==> config.mk <==
export PLATFORM = sky130hd
export DESIGN_NAME = shift_arbiter
export DESIGN_NICKNAME = d
export VERILOG_FILES = /design/src/rtl/shift_arbiter.sv
export SDC_FILE = /design/constraint.sdc
export NUM_CORES = 1
export LEC_CHECK = 0
export CAP_MARGIN = 10
export CORE_ASPECT_RATIO = 1.1
export CORE_UTILIZATION = 36
export DETAILED_ROUTE_END_ITERATION = 10
export PLACE_DENSITY = 0.84
export RECOVER_POWER = 50
export SLEW_MARGIN = 20
export SYNTH_ARGS = -nofsm -noshare
export SYNTH_HDL_FRONTEND = slang
export SYNTH_SLANG_ARGS = --single-unit
==> constraint.sdc <==
create_clock -name clk -period 2.35 [get_ports clk]
set_input_delay 0.47 -clock clk [delete_from_list [all_inputs] [get_ports clk]]
set_output_delay 0.47 -clock clk [all_outputs]
set_load 0.02 [all_outputs]
==> src/rtl/shift_arbiter.sv <==
// ============================================================================
// Module  : shift_arbiter
// Brief   : Round-robin sharing of one iterative 32-bit shift unit among
//           NUM_REQ requesters; zero-amount shifts are answered locally.
// Rev     : 1.0  initial release
// ============================================================================
`default_nettype none

module shift_arbiter #(
  parameter int NUM_REQ = 2
) (
  input  logic                    clk,
  input  logic                    reset,
  input  logic [NUM_REQ-1:0]      i_req_valid,
  output logic [NUM_REQ-1:0]      o_req_ready,
  input  logic [NUM_REQ*32-1:0]   i_req_a,
  input  logic [NUM_REQ*32-1:0]   i_req_b,
  input  logic [NUM_REQ-1:0]      i_req_lshift,
  input  logic [NUM_REQ-1:0]      i_req_unsigned,
  output logic [NUM_REQ-1:0]      o_resp_valid,
  output logic [31:0]             o_resp_q,
  output logic                    o_sh_kick,
  output logic [31:0]             o_sh_a,
  output logic [31:0]             o_sh_b,
  output logic                    o_sh_lshift,
  output logic                    o_sh_unsigned,
  input  logic                    i_sh_ready,
  input  logic                    i_sh_done,
  input  logic [31:0]             i_sh_q
);

  localparam int c_IW = (NUM_REQ > 1) ? $clog2(NUM_REQ) : 1;
  localparam int c_SW = c_IW + 1;

  typedef enum logic [1:0] {
    S_IDLE      = 2'd0,
    S_RESP_ZERO = 2'd1,
    S_KICK      = 2'd2,
    S_WAIT      = 2'd3
  } state_t;

  state_t               r_state;
  logic [c_IW-1:0]      r_rr;
  logic [c_IW-1:0]      r_owner;
  logic [31:0]          r_a;
  logic [4:0]           r_shamt;
  logic                 r_lshift;
  logic                 r_unsigned;
  logic                 r_kick;
  logic [NUM_REQ-1:0]   r_resp_valid;
  logic [31:0]          r_resp_q;

  logic                 w_found;
  logic [c_IW-1:0]      w_gnt_idx;
  logic [c_SW-1:0]      w_sum;
  logic                 w_accept;
  logic [31:0]          w_sel_a;
  logic [4:0]           w_sel_shamt;
  logic                 w_sel_lshift;
  logic                 w_sel_unsigned;
  logic                 w_unused_b;

  // Search starts just after the last winner and wraps, so the winner drops to lowest priority.
  always_comb begin
    w_found   = 1'b0;
    w_gnt_idx = '0;
    w_sum     = '0;
    for (int k = 1; k <= NUM_REQ; k++) begin
      w_sum = {1'b0, r_rr} + c_SW'(k);
      if (w_sum >= c_SW'(NUM_REQ)) begin
        w_sum = w_sum - c_SW'(NUM_REQ);
      end
      if (!w_found && i_req_valid[w_sum[c_IW-1:0]]) begin
        w_found   = 1'b1;
        w_gnt_idx = w_sum[c_IW-1:0];
      end
    end
  end

  assign w_accept       = (r_state == S_IDLE) && i_sh_ready && w_found;
  assign w_sel_a        = i_req_a[32*int'(w_gnt_idx) +: 32];
  assign w_sel_shamt    = i_req_b[32*int'(w_gnt_idx) +: 5];
  assign w_sel_lshift   = i_req_lshift[w_gnt_idx];
  assign w_sel_unsigned = i_req_unsigned[w_gnt_idx];
  assign w_unused_b     = ^i_req_b;

  always_comb begin
    o_req_ready = '0;
    if (w_accept) begin
      o_req_ready[w_gnt_idx] = 1'b1;
    end
  end

  always_ff @(posedge clk) begin
    if (reset) begin
      r_state      <= S_IDLE;
      r_rr         <= c_IW'(NUM_REQ - 1);
      r_owner      <= '0;
      r_a          <= '0;
      r_shamt      <= '0;
      r_lshift     <= 1'b0;
      r_unsigned   <= 1'b0;
      r_kick       <= 1'b0;
      r_resp_valid <= '0;
      r_resp_q     <= '0;
    end else begin
      r_resp_valid <= '0;
      r_kick       <= 1'b0;
      case (r_state)
        S_IDLE: begin
          if (w_accept) begin
            r_a        <= w_sel_a;
            r_shamt    <= w_sel_shamt;
            r_lshift   <= w_sel_lshift;
            r_unsigned <= w_sel_unsigned;
            r_owner    <= w_gnt_idx;
            r_rr       <= w_gnt_idx;
            // Zero shift: the answer is the operand, presented during RESP_ZERO (accept + 1).
            if (w_sel_shamt == 5'd0) begin
              r_resp_valid[w_gnt_idx] <= 1'b1;
              r_resp_q                <= w_sel_a;
              r_state                 <= S_RESP_ZERO;
            end else begin
              r_kick  <= 1'b1;
              r_state <= S_KICK;
            end
          end
        end
        S_RESP_ZERO: r_state <= S_IDLE;
        S_KICK:      r_state <= S_WAIT;
        S_WAIT: begin
          // The unit clears done at the kick edge, so done seen here belongs to this op.
          if (i_sh_done) begin
            r_resp_valid[r_owner] <= 1'b1;
            r_resp_q              <= i_sh_q;
            r_state               <= S_IDLE;
          end
        end
        default: r_state <= S_IDLE;
      endcase
    end
  end

  assign o_resp_valid  = r_resp_valid;
  assign o_resp_q      = r_resp_q;
  assign o_sh_kick     = r_kick;
  assign o_sh_a        = r_a;
  assign o_sh_b        = {27'b0, r_shamt};
  assign o_sh_lshift   = r_lshift;
  assign o_sh_unsigned = r_unsigned;

endmodule

`default_nettype wire

After elaboration in Yosys (flattened, before gate mapping)
Index checks and enable logic that the tools add are counted.
{"block": "word_totals", "regBits": 78, "out_inout_bits": 103, "in_bits": 170, "elab_cells": 77}
{"block": "classes", "reduce_logical": 13, "n_eq_ne": 6, "shift": 2, "n_addsub": 4, "mux": 32, "magnitude_cmp": 8, "bitwise_logic": 2}
{"cell": "$mux 32", "count": 3}
{"cell": "$pmux 32 s2", "count": 1}
{"cell": "$shiftx 64x7->32", "count": 1}
{"cell": "$shiftx 64x7->5", "count": 1}
{"cell": "$mux 1", "count": 17}
{"cell": "$mux 2", "count": 7}
{"cell": "$lt 1x2->1 const B", "count": 4}
{"cell": "$pmux 2 s4", "count": 1}
{"cell": "$logic_and 1x1->1", "count": 5}
{"cell": "$logic_not 5->1", "count": 1}
{"cell": "$eq 2x2->1 const B", "count": 2}
{"cell": "$ge 2x2->1 const B", "count": 2}
{"cell": "$ne 2x2->1 const B", "count": 2}
{"cell": "$pmux 2 s2", "count": 1}
{"cell": "$reduce_and 2->1", "count": 2}
{"cell": "$reduce_and 4->1", "count": 1}
{"cell": "$reduce_or 3->1", "count": 1}
{"cell": "$add 1x1->2 const B", "count": 1}
{"cell": "$add 1x2->2 const B", "count": 1}
{"cell": "$demux 1 s1", "count": 2}
{"cell": "$eq 2x1->1 const B", "count": 1}
{"cell": "$ge 1x1->1 const B", "count": 2}
{"cell": "$logic_not 2->1", "count": 1}
{"cell": "$ne 2x1->1 const B", "count": 1}
{"cell": "4 further kinds", "count": 6}

Longest topological paths before layout
{"block": "logic_depth", "word_depth": 16, "ltp_mapped": 8, "depth_no_buf": 6}

Worst setup path after synthesis
Ideal clock, no wire load.
{"block": "synth_path", "path_type": "register to output", "startpoint": "register r_state[0]", "endpoint": "output o_req_ready[1]", "stages_incl_launch_ff": 9, "arrival_ps": 1536, "t_required_ps": 1880, "setup_slack_ps": 344, "cell_sequence": "dfxtp_1 inv_1 ha_1 inv_1 nor2_1 buf_2 buf_1 nand2_1 inv_1"}
{"block": "synth_between", "elab_chain_cells": 4}
{"item": "start: declaration", "line_no": "42", "text": "state_t r_state;"}
{"item": "start signal: assignment", "line_no": "96", "text": "r_state <= S_IDLE;"}
{"item": "start signal: assignment", "line_no": "122", "text": "r_state <= S_RESP_ZERO;"}
{"item": "start signal: assignment", "line_no": "125", "text": "r_state <= S_KICK;"}
{"item": "$logic_not 2->1", "line_no": "80", "text": "assign w_accept = (r_state == S_IDLE) && i_sh_ready && w_found;"}
{"item": "$logic_and 1x1->1 (2 in series)", "line_no": "80"}
{"item": "$mux 2", "line_no": "89", "text": "if (w_accept) begin"}
{"item": "end: declaration", "line_no": "15", "text": "output logic [NUM_REQ-1:0] o_req_ready,"}
No other way between the ends.

Worst setup path after layout
{"block": "layout_path", "startpoint": "input i_req_valid[1]", "endpoint": "output o_req_ready[0]"}
{"block": "layout_between", "elab_chain_cells": 11}
{"item": "start: declaration", "line_no": "14", "text": "input logic [NUM_REQ-1:0] i_req_valid,"}
{"item": "$mux 1 (not written as such) (2 in series)", "line_no": "73", "text": "if (!w_found && i_req_valid[w_sum[c_IW-1:0]]) begin"}
{"item": "$mux 1", "line_no": "73"}
{"item": "$logic_not 1->1", "line_no": "73"}
{"item": "$logic_and 1x1->1", "line_no": "73"}
{"item": "$mux 1", "line_no": "73"}
{"item": "$lt 1x2->1 (not written as such) or $ge 1x1->1 (tied branches)", "line_no": "90", "text": "o_req_ready[w_gnt_idx] = 1'b1;"}
{"item": "$logic_and 1x1->1 (not written as such)", "line_no": "90"}
{"item": "$mux 1 (not written as such)", "line_no": "90"}
{"item": "$demux 1 s1", "line_no": "90"}
{"item": "$mux 2 (*)", "line_no": "89"}
Every way passes the cells marked *; elsewhere a longest branch is shown, timed or not. The select of a mux whose other input is x is not followed.

==> reports/metrics.cfg <==
[synth]
synthMuxAreaShare = 0.1952
yosysSeqAreaShare = 0.3916
synthSimpleGateAreaFrac = 0.1490
synth_compound_area_frac = 0.1528
synth.distinct_cells = 32
synth_xor_area_frac = 0
yosysTopAreaCell = dfxtp_1
async_flop_share = 0
synthAdderAreaFrac = 0.01255
yosys-top-cells-area = dfxtp_1, a211oi_1, mux2i_1
synth_top_family_by_area = multiplexers
synth-edff-count = 0
synthCells = 434
synth_most_common_cell = dfxtp_1
yosys.area.top_type_share = 0.3916
yosys_warnings = 0
synth_ff_type = dfxtp_1
synth_commonest_cells = dfxtp_1, nor2_1, a211oi_1
synth-seq-cells = 78
syn-cell-area_um2 = 3988
syn_area_per_cell_um2 = 9.188

[detailed_routing]
vias = 3824
drtPass1Iterations = 4
drt-vias-per-instance = 4.878
wl_per_cell_um = 14.36
wirelength_um = 11260
drtIter0Drc = 75
ant_nets = 0
drc = 0

[critical_path]
cp-end-kind = output port
r2r-end = o_resp_valid[1]
cp.required_ns = 1.88
critPathLaunchType = input port
arrival_ns = 1.81
r2r_cells = 7
path_class = in -> out
critPathMaxFanout = 6
r2r_start = r_state[0]
reg2reg_slack_ns = 0.39
crit_start = i_req_valid[1]

[sta]
rsz0062_at_grt = no
tightestPinTransition_ns = 0.7759
min_period_ns = 2.276
finalClockSkew_ns = 0.004339
layout_setup_ws_ns = 0.07378
tns_ns = 0
slew_headroom = 0.4827
setup_viol = 0
maxSlewViolCount = 0
finalCritPeriodShare = 0.9686
hold_viol = 0
fmax_mhz = 439.3

[clock_network]
ctsRootBufferMaster = clkbuf_16
clock-sinks = 78
cts_tree = built
cts_hold_buffers = 0
cts_buffers = 9
ctsHtreeMaxLevel = 3
cts_max_path_buffers = 2
clk_latency_ns = 0.32
clk_pin_slew_ns = 0.06

[grt]
grt_overflow_total = 0
grt_max_degree = 75
grt_pass1_vias = 3876
track_usage = 0.1965
antenna_found_initial = 0
grt_pass1_wl_um = 17820

[min_path]
min_to = o_resp_q[4]
hold_class = reg -> reg
hold_depth = 2
min_from = o_resp_q[4]

[die]
core_region_area_um2 = 10590
fp-row-count = 39
die_height_um = 112.4
start_util = 0.3766
die-area_um2 = 11500
chipWidth_um = 102.3
num_io_pins = 273

[pwr]
power-per-cell-area_nw_per_um2 = 721.9
vdd_ir_drop_max_v = 0.0003616
leakage_nw = 2.763

[placement]
portBuffers = 191
hpwlAfterDp_um = 8471
place_ws_ns = -0.1820
gp_congestion = 0.7845
placed_cells = 769

[finish]
nets = 811
antenna_cells = 0
drive_gt1_frac = 0.1248
area_delta_synth_final_pct = 61.31
fin_cells = 784
fillCellCount = 893

[run]
cap_violations = 0

[status]
status = finished, final reports clean

## routing by layer
layer	vias to the layer above	part of all wire	global-route usage
met5	-	0	0
met4	0	0.017	0.07524
met3	18	0.069	0.04857
met2	151	0.53	0.3723
met1	1777	0.39	0.2025
li1	1878	-	-
## cell usage in the layout (no fill, tap or decap), types with 8 or more instances in the layout
cell and count:
mux2_1 8, dfxtp_1 78, conb_1 27, nor2_1 76, clkdlybuf4s50_1 114, buf_4 30
a211oi_1 63, mux2i_1 38, clkbuf_16 9, mux2_2 24, nand2_1 9, dlygate4sd3_1 74
nor2b_1 29
## critical path, cell delays in order
cell,delay [ns]
clkdlybuf4s50_1,0.51
a21boi_4,0.29
buf_4,0.16
nor2_1,0.05
dlygate4sd2_1,0.32
## where the power goes
| part | internal (mW) | switching [mW] | leakage, nW |
|---|---|---|---|
| clock | 0.766 | 0.495 | 0.133 |
| sequential | 1.53 | 0.101 | 0.637 |
| combinational | 0.813 | 0.939 | 1.99 |
## how the worst max path moves through the flow
stage | depth (start not counted) | slack (ns) | end
after detailed placement | 6 | -0.18 | o_resp_q[19]
after CTS | 6 | 0.06 | o_req_ready[1]
final | 5 | 0.07 | o_req_ready[0]
after global routing | 5 | 0.03 | o_req_ready[0]
after floorplan | 8 | 0.34 | o_req_ready[1]
after global placement | 6 | -0.17 | o_req_ready[1]
## per-stage QoR
stage               utilization  hold WS, ns  power (mW)  cell area [um2]
floorplan                     -       0.4382       2.676             4085
global placement         0.5827       0.4436       3.430             6170
detailed placement       0.5827       0.4587       3.492             6170
CTS                      0.6078       0.4664       4.766             6436
global route             0.6075       0.4881       4.918             6432
finish                   0.6075       0.4614       4.644             6432
## area by class of cell
class                           count  area (um2)  area share
Clock buffer                       14       264.0     0.04104
Clock inverter                      1       5.005   0.0007781
Sequential cell                    78        1562      0.2428
Multi-Input combinational cell    315        2152      0.3346
Inverter                            6       22.52    0.003501
Timing Repair Buffer              227        2248      0.3495
Tap cell                          143       178.9     0.02782
## logic make-up (layout without fill, tap and decap cells)
| kind of cell | after synthesis | count (layout) |
|---|---|---|
| adder cells (fa/ha/maj) | 4 | 4 |
| other | 1 | 27 |
| AND/OR/NAND/NOR | 131 | 131 |
| multiplexers | 72 | 72 |
| buffers and inverters | 67 | 248 |
| flip-flops | 78 | 78 |
| AO/OA/AOI/OAI | 81 | 81 |
## flip-flops by register name, indices dropped and copies added, names as in the netlist
name           flops
o_sh_unsigned      1
r_rr               1
o_resp_q          32
o_sh_a            32
o_resp_valid       2
o_sh_lshift        1
r_state            2
r_shamt            5
o_sh_kick          1
r_owner            1
## repair_timing
action                                  in CTS  in global routing
pin swaps                                    0                  0
setup buffers                                0                  0
endpoints found under the hold margin        0                  0
cloned                                       0                  0
resized for setup                            2                  1
endpoints found under the setup margin       2                  1
No activity file was read; power rests on OpenSTA's default activity.
